===== src/rtl/mandelbrot_pixel_packer_if.sv =====
// rtl/mandelbrot_pixel_packer_if.sv - packed-pixel byte stream between packer and consumer
interface mandelbrot_pixel_packer_if;
    logic [7:0] m_data;
    logic       m_valid;
    logic       m_ready;
    logic       m_last;

    modport master (output m_data, output m_valid, output m_last, input m_ready);
    modport slave  (input m_data, input m_valid, input m_last, output m_ready);
endinterface


===== src/rtl/mandelbrot_pixel_packer.sv =====
// rtl/mandelbrot_pixel_packer.sv - paces the Mandelbrot engine pixel by pixel and packs
// two 4-bit iteration codes per byte into a small first-word-fall-through FIFO.
module mandelbrot_pixel_packer #(
    parameter int WIDTH      = 320,
    parameter int HEIGHT     = 240,
    parameter int FIFO_DEPTH = 4
) (
    input  logic       clk,
    input  logic       reset,
    input  logic       i_start_frame,
    output logic       o_busy,
    output logic       o_frame_err,
    output logic       o_eng_run,
    input  logic       i_eng_running,
    input  logic [3:0] i_eng_ctr,
    input  logic       i_eng_finished,
    mandelbrot_pixel_packer_if.master m_if
);
    localparam int NPIX = WIDTH * HEIGHT;
    localparam int CW   = (NPIX > 1) ? $clog2(NPIX) : 1;
    localparam int AW   = (FIFO_DEPTH > 1) ? $clog2(FIFO_DEPTH) : 1;
    localparam logic [CW-1:0] LAST_IDX   = CW'(NPIX - 1);
    localparam logic [AW:0]   FIFO_LIMIT = (AW + 1)'(FIFO_DEPTH);

    typedef enum logic [1:0] {
        S_IDLE,
        S_ISSUE,
        S_WAIT_START,
        S_WAIT_DONE
    } state_t;

    state_t          r_state;
    logic [CW-1:0]   r_pix_cnt;
    logic            r_half;
    logic [3:0]      r_held;
    logic            r_fin_chk;
    logic            r_frame_err;
    logic            r_eng_run;

    logic [8:0]      r_mem [FIFO_DEPTH];
    logic [AW-1:0]   r_wr_ptr;
    logic [AW-1:0]   r_rd_ptr;
    logic [AW:0]     r_count;

    logic            w_capture;
    logic            w_last_pix;
    logic            w_push;
    logic            w_pop;
    logic [8:0]      w_push_entry;

    // Engine drops running and presents ctr on the same edge, so capture is combinational.
    assign w_capture    = (r_state == S_WAIT_DONE) && !i_eng_running;
    assign w_last_pix   = (r_pix_cnt == LAST_IDX);
    assign w_push       = w_capture && (r_half || w_last_pix);
    assign w_push_entry = r_half ? {w_last_pix, r_held, i_eng_ctr}
                                 : {w_last_pix, i_eng_ctr, 4'h0};
    assign w_pop        = (r_count != '0) && m_if.m_ready;

    always_ff @(posedge clk) begin
        if (reset) begin
            r_state     <= S_IDLE;
            r_pix_cnt   <= '0;
            r_half      <= 1'b0;
            r_held      <= 4'h0;
            r_fin_chk   <= 1'b0;
            r_frame_err <= 1'b0;
            r_eng_run   <= 1'b0;
        end else begin
            r_eng_run <= 1'b0;
            r_fin_chk <= 1'b0;
            if (r_fin_chk && !i_eng_finished) begin
                r_frame_err <= 1'b1;
            end
            case (r_state)
                S_IDLE: begin
                    if (i_start_frame) begin
                        r_state     <= S_ISSUE;
                        r_pix_cnt   <= '0;
                        r_half      <= 1'b0;
                        r_frame_err <= 1'b0;
                    end
                end
                S_ISSUE: begin
                    // One free slot covers the single push any pixel can cause.
                    if (r_count < FIFO_LIMIT) begin
                        r_eng_run <= 1'b1;
                        r_state   <= S_WAIT_START;
                    end
                end
                S_WAIT_START: begin
                    if (i_eng_running) begin
                        r_state <= S_WAIT_DONE;
                    end
                end
                S_WAIT_DONE: begin
                    if (w_capture) begin
                        if (w_last_pix) begin
                            r_half    <= 1'b0;
                            r_fin_chk <= 1'b1;
                            r_state   <= S_IDLE;
                        end else begin
                            if (i_eng_finished) begin
                                r_frame_err <= 1'b1;
                            end
                            if (!r_half) begin
                                r_held <= i_eng_ctr;
                            end
                            r_half    <= ~r_half;
                            r_pix_cnt <= r_pix_cnt + CW'(1);
                            r_state   <= S_ISSUE;
                        end
                    end
                end
                default: r_state <= S_IDLE;
            endcase
        end
    end

    always_ff @(posedge clk) begin
        if (reset) begin
            r_wr_ptr <= '0;
            r_rd_ptr <= '0;
            r_count  <= '0;
            for (int i = 0; i < FIFO_DEPTH; i++) begin
                r_mem[i] <= '0;
            end
        end else begin
            if (w_push) begin
                r_mem[r_wr_ptr] <= w_push_entry;
                r_wr_ptr        <= r_wr_ptr + AW'(1);
            end
            if (w_pop) begin
                r_rd_ptr <= r_rd_ptr + AW'(1);
            end
            case ({w_push, w_pop})
                2'b10:   r_count <= r_count + (AW + 1)'(1);
                2'b01:   r_count <= r_count - (AW + 1)'(1);
                default: r_count <= r_count;
            endcase
        end
    end

    assign o_busy       = (r_state != S_IDLE);
    assign o_frame_err  = r_frame_err;
    assign o_eng_run    = r_eng_run;
    assign m_if.m_valid = (r_count != '0);
    assign m_if.m_data  = r_mem[r_rd_ptr][7:0];
    assign m_if.m_last  = (r_count != '0) && r_mem[r_rd_ptr][8];
endmodule


===== src/flat_wrapper.sv =====
// flat-port wrapper written by rule: the top's interface ports become plain ports
module mandelbrot_pixel_packer_flat 
#(
    parameter int WIDTH      = 320,
    parameter int HEIGHT     = 240,
    parameter int FIFO_DEPTH = 4
)
  (clk, reset, i_start_frame, o_busy, o_frame_err, o_eng_run, i_eng_running, i_eng_ctr, i_eng_finished, m_if_m_data, m_if_m_valid, m_if_m_last, m_if_m_ready);
  mandelbrot_pixel_packer_if m_if_i ();
  input  logic clk;
  input  logic reset;
  input  logic i_start_frame;
  output logic o_busy;
  output logic o_frame_err;
  output logic o_eng_run;
  input  logic i_eng_running;
  input  logic [3:0] i_eng_ctr;
  input  logic i_eng_finished;
  output wire logic [$bits(m_if_i.m_data)-1:0] m_if_m_data;
  output wire logic [$bits(m_if_i.m_valid)-1:0] m_if_m_valid;
  output wire logic [$bits(m_if_i.m_last)-1:0] m_if_m_last;
  input wire logic [$bits(m_if_i.m_ready)-1:0] m_if_m_ready;
  assign m_if_m_data = m_if_i.m_data;
  assign m_if_m_valid = m_if_i.m_valid;
  assign m_if_m_last = m_if_i.m_last;
  assign m_if_i.m_ready = m_if_m_ready;
  mandelbrot_pixel_packer #(.WIDTH(WIDTH), .HEIGHT(HEIGHT), .FIFO_DEPTH(FIFO_DEPTH)) u_core (.clk(clk), .reset(reset), .i_start_frame(i_start_frame), .o_busy(o_busy), .o_frame_err(o_frame_err), .o_eng_run(o_eng_run), .i_eng_running(i_eng_running), .i_eng_ctr(i_eng_ctr), .i_eng_finished(i_eng_finished), .m_if(m_if_i));
endmodule

===== config.mk =====
export PLATFORM = sky130hd
export DESIGN_NAME = mandelbrot_pixel_packer_flat
export DESIGN_NICKNAME = d
export VERILOG_FILES = /design/src/rtl/mandelbrot_pixel_packer_if.sv /design/src/rtl/mandelbrot_pixel_packer.sv /design/src/flat_wrapper.sv
export SDC_FILE = /design/constraint.sdc
export NUM_CORES = 1
export LEC_CHECK = 0
export ABC_AREA = 1
export BUFFER_PORTS_ARGS = -buffer_cell sky130_fd_sc_hd__buf_2
export CORE_AREA = 2 2 85 87
export DETAILED_ROUTE_END_ITERATION = 10
export DIE_AREA = 0 0 87 89
export PLACE_DENSITY = 0.81
export SLEW_MARGIN = 20
export SYNTH_ARGS = -nofsm -noshare
export SYNTH_HDL_FRONTEND = slang
export SYNTH_SLANG_ARGS = --single-unit

===== constraint.sdc =====
create_clock -name clk -period 2.45 [get_ports clk]
set_input_delay 0.1225 -clock clk [delete_from_list [all_inputs] [get_ports clk]]
set_output_delay 0.1225 -clock clk [all_outputs]
set_load 0.05 [all_outputs]

==> results.yml <==
critical_path:
  slowest_stage: "fa_1"
  slowest_delay_ps: 440
  critPathTopFamily: "adder cells"
  cp_num_cells: 14
  reg2reg_depth: 14
  critPathArrivalTime_ps: 2550
  crit_top_cell: "nand2_2"
  end_kind: "flip-flop"
  path_class: "reg2reg"
  cp-start-kind: "flip-flop"
  r2r_start: "u_core.r_pix_cnt[0]$_SDFFE_PP0P_"
  r2r-end: "u_core.r_count[1]$_SDFFE_PP0P_"
  crit_buf_inv: 2
  cp_cell_sequence: "ha_2 -> inv_1 -> nor2_4 -> nand2_2 -> nor2_4 -> nand2_2 -> nand2_2 -> nand2_2 -> ha_1 -> inv_1 -> fa_1 -> nor2_2 -> a21oi_1 -> nor2_1"
  rrSetupSlack_ps: 190
  cp_max_fo: 6
  worstPathRequired_ps: 2740
hold_path:
  hold_class: "in2reg"
  min-delay-start: "i_eng_ctr[3]"
  min_to: "u_core.r_held[3]$_SDFFE_PP0P_"
  min_path_cells: 3
timing:
  fmax_ghz: 0.442
  slew_headroom: 0.664
  timing.final.crit_period_ps: 2260
  finalSetupViolCount: 0
  worst_pin_slew_ps: 503
  fin_worst_skew_ps: 9.78
  tns_ps: 0
  timing.final.crit_share: 0.924
  setup_ws_ps: 187
  hold_violations: 0
  grt_setup_unrepaired: "no"
  drv_slew: 0
routing:
  viasPerCell: 5.23
  routed_wl_mm: 7.65
  firstDrtPassIters: 4
  first_iter_violations: 221
  vias: 2956
  drc: 0
  final_antenna_net_count: 0
  wire_per_inst_microns: 13.5
finish:
  finish.net_count: 497
  multi_input_area_sq_um: 1540
  fin_cells: 565
  seqCellArea_sq_um: 1800
  syn_to_final_growth_pct: 13.2
  antennaDiodeCount: 0
  drive_gt1_frac: 0.171
  layout_commonest_cell: "nor2_1"
  final_cell_mix: "nor2_1 (91), nand2_1 (76), inv_1 (51)"
  n_fill_cell: 570
synthesis:
  syn_nets: 468
  yosys.area_share.simple: 0.274
  avgSynthCellArea_sq_um: 8.00
  synth_top_family_by_area: "simple AND/OR/NAND/NOR gates"
  synth.cell_area_sq_um: 3610
  synth-seq-area-share: 0.499
  synth_top_area_share: 0.300
  synthAdderAreaFrac: 0.0264
  synthCells: 451
  synth_warnings: 0
  synth_compound_area_frac: 0.103
  muxShareOfSynthArea: 0.00277
  ys_ff_latch: 72
  synth_top_area_cell: "edfxtp_1"
  synth_xor_area_frac: 0.0170
  synth_area_leaders: "edfxtp_1 (30%), dfxtp_1 (20%), nor2_1 (9.6%)"
  ys_types: 30
power:
  peakVddDrop_mv: 0.367
  powerDensity_nw_per_um2: 737
  power_leakage_nw: 1.60
cts:
  cts_tree: "done"
  cts_max_level: 3
  insertion_delay_ps: 350
  clock_sinks: 72
  cts_root_buf: "clkbuf_8"
  cts_max_path_buffers: 2
  clkTransAtPathRegs_ps: 80
  cts_buffers: 9
place:
  io_buffers: 22
  dp.cells: 549
  hpwl_mm: 5.38
  post-place-ws_ps: 79.6
  place.gp.congestion: 0.947
global_route:
  grt_pass1_wl_mm: 12.9
  grt_pass1_vias: 2846
  antenna_found_initial: 0
  track_usage: 0.217
  gr-total-overflow: 0
  grt_max_degree: 23
die:
  die_w_microns: 87
  dieHeight_microns: 89
  ios: 23
  core_sq_um: 6720
  die_area_sq_um: 7740
  start_util: 0.537
  rows: 30
job:
  drv_cap: 0
status:
  status: "complete, no violations"
## sequential cells by signal (all words and copies together) (netlist names), named ones only
signal / count
u_core.o_eng_run: 1
u_core.r_wr_ptr: 2
u_core.r_count: 3
u_core.r_pix_cnt: 17
u_core.r_half: 1
u_core.o_frame_err: 1
u_core.r_fin_chk: 1
u_core.r_mem: 36
u_core.r_held: 4
u_core.r_rd_ptr: 2
u_core.r_state: 2
## logic make-up after synthesis
| logic type | Yosys count |
|---|---|
| and+or+nand+nor | 224 |
| DFF | 72 |
| AOI/OAI and AO/OA | 70 |
| buffers and inverters | 70 |
| xor gates and xnor gates | 7 |
| adders and majority gates | 7 |
| muxes | 1 |
## worst min-delay path, cell delays in order
cell     delay [ps]
buf_2           100
nand2_1          60
a21oi_1          50
## report_power, final
part	switching [mW]	internal, mW	leakage [nW]
registers	0.0302	1.31	0.661
logic	0.388	0.157	0.813
clock network	0.460	0.668	0.121
## cell type report
| cell class | instances | share of cell area |
|---|---|---|
| Clock inverter | 5 | 0.0208 |
| Timing Repair Buffer | 32 | 0.0454 |
| Clock buffer | 11 | 0.0398 |
| Inverter | 56 | 0.0515 |
| Tap cell | 80 | 0.0245 |
| Multi-Input combinational cell | 309 | 0.376 |
| Sequential cell | 72 | 0.442 |
## cell usage after synthesis (all sizes together)
cell,n
fa,1
a21oi,26
xor2,7
ha,6
edfxtp,36
buf,5
nand2,84
nor2,107
o21ai,31
inv,56
o21bai,2
clkbuf,9
o31ai,2
nor3,2
nand4,7
mux2i,1
a211oi,1
and3,1
nand3,22
o22ai,8
or2,1
dfxtp,36
## metrics by stage
| stage | hold slack (ps) | util | area, sq um | power, mW |
|---|---|---|---|---|
| after floorplan | 265 | - | 3610 | 1.74 |
| after global placement | 391 | 0.569 | 3820 | 1.89 |
| after detailed placement | 402 | 0.569 | 3820 | 1.91 |
| after CTS | 28.1 | 0.606 | 4070 | 3.03 |
| after global routing | 38.5 | 0.608 | 4080 | 3.14 |
| final | 41.1 | 0.608 | 4080 | 3.01 |
## layer usage
| layer | up-vias | wire [microns] | track usage |
|---|---|---|---|
| li1 | 1519 | - | - |
| met1 | 1362 | 3220 | 0.254 |
| met2 | 58 | 3970 | 0.385 |
| met3 | 17 | 270 | 0.0434 |
| met4 | 0 | 188 | 0.101 |
| met5 | - | 0 | 0 |
## how the worst max path moves through the flow
stage	startpoint	endpoint
3_3_place_gp	u_core.r_pix_cnt[0]$_SDFFE_PP0P_	u_core.r_count[2]$_SDFFE_PP0P_
3_5_place_dp	u_core.r_pix_cnt[0]$_SDFFE_PP0P_	u_core.r_count[1]$_SDFFE_PP0P_
6_report	u_core.r_pix_cnt[0]$_SDFFE_PP0P_	u_core.r_count[1]$_SDFFE_PP0P_
2_1_floorplan	u_core.r_pix_cnt[0]$_SDFFE_PP0P_	u_core.r_mem[3][0]$_DFFE_PP_
5_1_grt	u_core.r_pix_cnt[0]$_SDFFE_PP0P_	u_core.r_count[2]$_SDFFE_PP0P_
4_1_cts	u_core.r_pix_cnt[0]$_SDFFE_PP0P_	u_core.r_count[1]$_SDFFE_PP0P_
## timing repair
item / CTS / global route
resized for setup: 0 / 5
setup buffers: 0 / 0
setup endpoints to repair: 0 / 2
hold buffers: 0 / 0
Power figures use the tool's default switching activity.
